### src/rtl/bcd_counter_chain_if.sv
// Control/data bundle for the cascaded BCD counter: count controls and load value in, count and status out.
// No handshake; every field is sampled or updated on each rising clock edge.
interface bcd_counter_chain_if #(
  parameter int DIGITS = 4
);
  logic                  en;
  logic                  up;
  logic                  clr;
  logic                  load;
  logic [4*DIGITS-1:0]   din;
  logic [4*DIGITS-1:0]   z;
  logic                  tc;
  logic                  ovf;

  modport master (
    output en, up, clr, load, din,
    input  z, tc, ovf
  );

  modport slave (
    input  en, up, clr, load, din,
    output z, tc, ovf
  );
endinterface

### src/rtl/bcd_counter_chain.sv
// Up/down chain of DIGITS decimal counters with clear, load, wrap or saturate at the limits.
// One-cycle latency to z and ovf, tc combinational; no backpressure, the count advances on every enabled edge.
module bcd_counter_chain #(
  parameter int DIGITS   = 4,
  parameter bit SATURATE = 1'b0
) (
  input logic                x,
  input logic                reset,
  bcd_counter_chain_if.slave bus
);
  localparam int W = 4 * DIGITS;

  logic [W-1:0] z_q;
  logic [W-1:0] cnt_nxt;
  logic [W-1:0] load_val;
  logic         ovf_q;
  logic         at_max;
  logic         at_min;
  logic         tc;
  logic         ripple;

  always_comb begin
    at_max = 1'b1;
    at_min = 1'b1;
    for (int k = 0; k < DIGITS; k++) begin
      if (z_q[4*k +: 4] != 4'd9) at_max = 1'b0;
      if (z_q[4*k +: 4] != 4'd0) at_min = 1'b0;
    end
  end

  assign tc = bus.en & (bus.up ? at_max : at_min);

  // Carry/borrow enters digit 0 and keeps rippling only through digits sitting at 9 (up) or 0 (down).
  always_comb begin
    cnt_nxt = z_q;
    ripple  = 1'b1;
    for (int k = 0; k < DIGITS; k++) begin
      if (ripple) begin
        if (bus.up) begin
          if (z_q[4*k +: 4] == 4'd9) begin
            cnt_nxt[4*k +: 4] = 4'd0;
          end else begin
            cnt_nxt[4*k +: 4] = z_q[4*k +: 4] + 4'd1;
            ripple            = 1'b0;
          end
        end else begin
          if (z_q[4*k +: 4] == 4'd0) begin
            cnt_nxt[4*k +: 4] = 4'd9;
          end else begin
            cnt_nxt[4*k +: 4] = z_q[4*k +: 4] - 4'd1;
            ripple            = 1'b0;
          end
        end
      end
    end
    if (SATURATE && tc) cnt_nxt = z_q;
  end

  always_comb begin
    load_val = '0;
    for (int k = 0; k < DIGITS; k++) begin
      load_val[4*k +: 4] = (bus.din[4*k +: 4] > 4'd9) ? 4'd0 : bus.din[4*k +: 4];
    end
  end

  always_ff @(posedge x or negedge reset) begin
    if (!reset) begin
      z_q   <= '0;
      ovf_q <= 1'b0;
    end else if (bus.clr) begin
      z_q   <= '0;
      ovf_q <= 1'b0;
    end else if (bus.load) begin
      z_q   <= load_val;
      ovf_q <= 1'b0;
    end else if (bus.en) begin
      z_q   <= cnt_nxt;
      ovf_q <= tc;
    end else begin
      ovf_q <= 1'b0;
    end
  end

  assign bus.z   = z_q;
  assign bus.tc  = tc;
  assign bus.ovf = ovf_q;
endmodule

### src/flat_wrapper.sv
// flat-port wrapper written by rule: the top's interface ports become plain ports
module bcd_counter_chain_flat 
#(
  parameter int DIGITS   = 4,
  parameter bit SATURATE = 1'b0
)
  (x, reset, bus_en, bus_up, bus_clr, bus_load, bus_din, bus_z, bus_tc, bus_ovf);
  bcd_counter_chain_if #(.DIGITS(DIGITS)) bus_i ();
  input logic x;
  input logic reset;
  input wire logic [$bits(bus_i.en)-1:0] bus_en;
  input wire logic [$bits(bus_i.up)-1:0] bus_up;
  input wire logic [$bits(bus_i.clr)-1:0] bus_clr;
  input wire logic [$bits(bus_i.load)-1:0] bus_load;
  input wire logic [$bits(bus_i.din)-1:0] bus_din;
  output wire logic [$bits(bus_i.z)-1:0] bus_z;
  output wire logic [$bits(bus_i.tc)-1:0] bus_tc;
  output wire logic [$bits(bus_i.ovf)-1:0] bus_ovf;
  assign bus_i.en = bus_en;
  assign bus_i.up = bus_up;
  assign bus_i.clr = bus_clr;
  assign bus_i.load = bus_load;
  assign bus_i.din = bus_din;
  assign bus_z = bus_i.z;
  assign bus_tc = bus_i.tc;
  assign bus_ovf = bus_i.ovf;
  bcd_counter_chain #(.DIGITS(DIGITS), .SATURATE(SATURATE)) u_core (.x(x), .reset(reset), .bus(bus_i));
endmodule
### config.mk
export PLATFORM = sky130hd
export DESIGN_NAME = bcd_counter_chain_flat
export DESIGN_NICKNAME = d
export VERILOG_FILES = /design/src/rtl/bcd_counter_chain_if.sv /design/src/rtl/bcd_counter_chain.sv /design/src/flat_wrapper.sv
export SDC_FILE = /design/constraint.sdc
export NUM_CORES = 1
export LEC_CHECK = 0
export ABC_CLOCK_PERIOD_IN_PS = 2470
export BUFFER_PORTS_ARGS = -buffer_cell sky130_fd_sc_hd__buf_2
export CAP_MARGIN = 40
export CORE_MARGIN = 2
export CORE_UTILIZATION = 55
export DETAILED_ROUTE_END_ITERATION = 7
export HOLD_SLACK_MARGIN = 0.05
export PLACE_DENSITY = 0.78
export SLEW_MARGIN = 20
export SYNTH_ARGS = -nofsm -noshare
export SYNTH_HDL_FRONTEND = slang
export SYNTH_SLANG_ARGS = --single-unit
export TNS_END_PERCENT = 100
### constraint.sdc
create_clock -name x -period 2.47 [get_ports x]
set_input_delay 0.1235 -clock x [delete_from_list [all_inputs] [get_ports x]]
set_output_delay 0.1235 -clock x [all_outputs]
set_load 0.05 [all_outputs]
# Word level (Yosys, flattened, before mapping)
# Cells that the tools add are included.
[word_totals] word_cells=86 output_inout_bits=18 in_bits=22 reg_bits=17
[classes] muxes=45 bitwise=1 addsub=8 n_lt_le_gt_ge=4 n_reduce_logical=15 n_eq_ne=8
[ops] operator="two-way mux 4 bit" n=19
[ops] operator="two-way mux 16 bit" n=3
[ops] operator="two-way mux 1 bit" n=23
[ops] operator="adder 4 x 1 -> 4 bit, second input constant" n=4
[ops] operator="equality test 4 bit, second input constant" n=4
[ops] operator="> comparator 4 bit, second input constant" n=4
[ops] operator="logical NOT 4 bit" n=4
[ops] operator="!= test 4 bit, second input constant" n=4
[ops] operator="nonzero test 4 bit" n=4
[ops] operator="subtractor 4 x 1 -> 4 bit, second input constant" n=4
[ops] operator="nonzero test 3 bit" n=4
[ops] operator="AND reduction 2 bit" n=3
[ops] operator="AND 1 bit" n=1

# Longest topological paths before layout
[depth] depth_word=10 ltp_mapped=7 depth_no_buf=7

# Worst setup path before layout
# OpenSTA, ideal clock, no wires.
[synth_path] kind="register -> register" start="register u_core.z_q[4] (netlist: u_core.bus.z[4])" end="register u_core.z_q[13] (netlist: u_core.bus.z[13])" slack_ns=-0.006 setup_time_ns=0.125 arrival_time_ns=2.351 required_ns=2.345 period_less_slack_ns=2.476 n_path_buf=0 path_stages_with_launch=8 path_cell_list="dfrtp_1 > inv_1 > ha_1 > nor4b_1 > a31oi_1 > nor2_4 > a311o_4 > mux2_4"
[synth_between] elab_chain_len=7 elab_cells_between_ends=9 cone_classes="1 x eq/ne; 5 x mux; 3 x reduce/logical"
[synth_lines] item="start: declaration" line="bcd_counter_chain.sv:13" source="logic [W-1:0] z_q;"
[synth_lines] item="start signal: assignment" line="bcd_counter_chain.sv:74" source="z_q <= load_val;"
[synth_lines] item="start signal: assignment" line="bcd_counter_chain.sv:77" source="z_q <= cnt_nxt;"
[synth_lines] item="equality test 4 bit / logical NOT 4 bit (equally long branches)" line="bcd_counter_chain.sv:40, bcd_counter_chain.sv:47"
[synth_lines] item="two-way mux 1 bit, on equally long branches" line="bcd_counter_chain.sv:40, bcd_counter_chain.sv:47"
[synth_lines] item="two-way mux 1 bit *" line="bcd_counter_chain.sv:39" source="if (bus.up) begin"
[synth_lines] item="two-way mux 1 bit * (2 in series)" line="bcd_counter_chain.sv:38" source="if (ripple) begin"
[synth_lines] item="nonzero test 3 bit (no line) *"
[synth_lines] item="AND reduction 2 bit (no line) *"
# Mark *: on every way between the ends. The rest lies on a longest branch, timed or not.
# A chain may end at the register's enable or synchronous reset.

# Worst setup path in the final report
[layout_path] start="register u_core.z_q[7] (netlist: u_core.bus.z[7])" end="output bus_tc"
[layout_between] elab_chain_len=6 elab_cells_between_ends=10 cone_classes="1 x eq/ne; 7 x mux; 1 x bitwise; 1 x reduce/logical"
[layout_lines] item="!= test 4 bit / nonzero test 4 bit (equally long branches)" line="bcd_counter_chain.sv:26, bcd_counter_chain.sv:27"
[layout_lines] item="two-way mux 1 bit, on equally long branches (3 in series)" line="bcd_counter_chain.sv:26, bcd_counter_chain.sv:27"
[layout_lines] item="two-way mux 1 bit *" line="bcd_counter_chain.sv:31" source="assign tc = bus.en & (bus.up ? at_max : at_min);"
[layout_lines] item="AND 1 bit *" line="bcd_counter_chain.sv:31"
[layout_lines] item="end: declaration" line="flat_wrapper.sv:17" source="output wire logic [$bits(bus_i.tc)-1:0] bus_tc;"
# Marks and branches as above.

==> flow_summary.ini <==
[synth]
synth_cell_types = 51
synthTopCellsByArea = dfrtp_1 24%, ha_1 9.2%, o21ai_0 3.7%, inv_1 3.4%, nand2_1 3.2%
seq_area_frac_synth_pct = 24.0
synth-edff-count = 0
synth_top_family_by_area = compound AO/OA/AOI/OAI gates
synth_adder_area_share_pct = 9.17
syn_area_sq_um = 1770
avgSynthCellArea_sq_um = 8.06
synth_flop_cell = dfrtp_1
synth_compound_gate_area_share_pct = 29.8
synth_cells = 220
yosysWarnings = 0
synthArstFlopShare_pct = 100
synth-xor-area-share_pct = 0.494
synth_top_area_share_pct = 24.0
syn_nets = 255
yosys.area_share.simple_pct = 24.1
synth.area.mux_share_pct = 6.00
synth_top_area_cell = dfrtp_1
synth_seq_cells = 17

[sta]
fin_skew_ns = 0.0192
tns_ns = 0
worstMarginPinSlew_ns = 0.708
slew_viol_final = 0
max_clock_freq_ghz = 0.424
fin_crit_ns = 2.36
slew_headroom_pct = 52.7
rsz0062_at_grt = no
period_share_pct = 95.6
holdWs_ns = 0.0390
setup_viol = 0
hold_viol_final = 0

[global_routing]
grt_pass1_wl_mm = 7.59
grt_pass1_vias = 1670
grt_max_degree = 21
grt_usage_pct = 26.9
antenna_found_initial = 0
gr-total-overflow = 0

[power_and_ir_drop]
p_leak_nw = 0.953
powerDensity_nw_per_um2 = 428
vdd_drop_max_uv = 243

[worst_setup_path]
crit_buf_inv = 1
max_stage_delay_ns = 0.52
crit_family = simple AND/OR/NAND/NOR gates
rr_worst_depth = 7
critPathRequiredTime_ns = 2.35
timing.critical_path.cells = nor2b_1 > nand2_1 > o41ai_1 > and2_1 > buf_2
cp_max_fo = 9
setup.worst_path.start_class = flip-flop
crit_cells = 5
cp.arrival_ns = 2.24
setup.worst_path.start = u_core.bus.z[7]
criticalPathCategory = reg -> out
rr_startpoint = u_core.bus.z[0]
cp_slowest_cell = dfrtp_1
critPathCaptureType = output port

[layout]
diodes = 0
syn_to_final_growth_pct = 15.5
fin_area_sq_um = 2050
final_cells = 300
nets = 292
most-common-layout-cells = 39 x buf_2, 16 x inv_1, 16 x dfrtp_1
layout_commonest_cell = buf_2
drive_gt1_share_pct = 23.4
fill_cells = 271
utilization_pct = 67.0

[clock_network]
cts_root_buf = clkbuf_4
htreeDepth = 1
cts.sinks = 17
clkTransAtPathRegs_ns = 0.13
clkLatencyLatePin_ns = 0.32
cts_tree = yes
cts_buffers = 3
post-cts-setup-buffers = 0
cts_max_path_buffers = 2

[route]
drt_iter0_markers = 105
post_drt_wl_per_cell_um = 15.4
routed_wl_mm = 4.63
drt_pass1_iterations = 4
drc_errors = 0
vias = 1825
vias_per_cell = 6.08
ant_nets = 0

[outcome]
status = finished clean

[min_path]
holdPathStages = 3
min_from = bus_din[11]
hold_class = in -> reg

[placed_design]
dpl.hpwl_mm = 3.36
port_buffers = 39
place_area_sq_um = 2000
place_congestion = 0.924
dp_cells = 295

[flow_run]
max_cap_viol_count = 0

[floorplanning]
io_pins = 40
start_util_pct = 58.1
fp.dieH_um = 60.8
coreArea_sq_um = 3050
die_x_um = 60.8
fp.dieArea_sq_um = 3690
rows = 20
## final timing paths
| path | endpoint | slack (ns) |
|---|---|---|
| max | bus_tc | 0.11 |
| min | u_core.bus.z[11] | 0.04 |
| max reg2reg | u_core.bus.z[15] | 0.22 |
| min reg2reg | u_core.bus.z[8] | 0.67 |
| max in group asynchronous | u_core.bus.z[4] | 1.87 |
| min in group asynchronous | u_core.bus.z[2] | 0.25 |
## cells in the mapped netlist, types with 2 or more instances
cell type	count
dfrtp_1	17
inv_1	16
nand2_1	15
nor2_1	15
ha_1	13
o21ai_0	13
a21oi_1	11
nand3_1	9
a31oi_1	8
nand2b_1	8
nor2b_1	7
a211oi_1	6
nor3_1	6
clkbuf_1	5
mux2i_1	5
o211ai_1	5
a2111oi_0	4
and3_1	4
buf_2	4
a311oi_1	3
mux2_4	3
nor3b_1	3
o311ai_0	3
a21o_1	2
a31o_2	2
nand3b_1	2
nand4_1	2
nor4b_1	2
o2111ai_1	2
o21bai_1	2
o221ai_1	2
o41ai_1	2
## through the flow
stage                     power [mW]  setup slack [ns]
final                          0.875             0.110
after global routing           0.929           0.00607
after CTS                      0.869             0.124
after detailed placement       0.701             0.220
after global placement         0.696             0.270
after floorplan                0.603            0.0169
## routing by layer
layer | vias up | GRT usage [%] | part of all wire, %
li1 | 899 | - | -
met1 | 863 | 37.6 | 48
met2 | 60 | 43.9 | 46
met3 | 3 | 3.20 | 5.3
met4 | 0 | 7.45 | 0.35
met5 | - | 0 | 0
## what timing repair did
action                                  in CTS  in global routing
hold buffers                                 1                  0
hold endpoints to repair                    17                  0
gates resized for setup                      0                  2
endpoints found under the setup margin       0                  1
## where the power goes
part / total, mW / leakage, nW / switching, mW / internal, mW
Sequential: 0.343 / 0.225 / 0.0447 / 0.298
Combinational: 0.361 / 0.713 / 0.230 / 0.131
Clock: 0.172 / 0.0139 / 0.110 / 0.0619
Total: 0.875 / 0.953 / 0.385 / 0.491
## state kept, by name, indices dropped and copies added (netlist names)
signal and flops:
u_core.bus.z 16, u_core.bus.ovf 1
## tightest hold or removal path: cells and delay by family
kind | cells | cell delay (ns)
AO/OA/AOI/OAI | 1 | 0.07
buffers and inverters | 1 | 0.08
AND/OR/NAND/NOR | 1 | 0.05
## cell type report
class                      count  area [sq um]  share of cell area (%)
inverter                      17          63.8                    3.12
clock buffer                   3          22.5                    1.10
sequential                    17           427                    20.8
tap                           44          55.1                    2.69
clock inverter                 1          7.51                   0.367
timing repair buffer          43           228                    11.1
multi-input combinational    175          1240                    60.8
## cells by family (layout without fill, tap and decap cells)
group | after synthesis | in the layout
AOI/OAI and AO/OA | 73 | 73
xor gates and xnor gates | 1 | 1
adders and majority gates | 13 | 13
buffers and inverters | 28 | 64
DFF | 17 | 17
muxes | 9 | 9
and+or+nand+nor | 79 | 79
(Power assumes the default switching activity.)
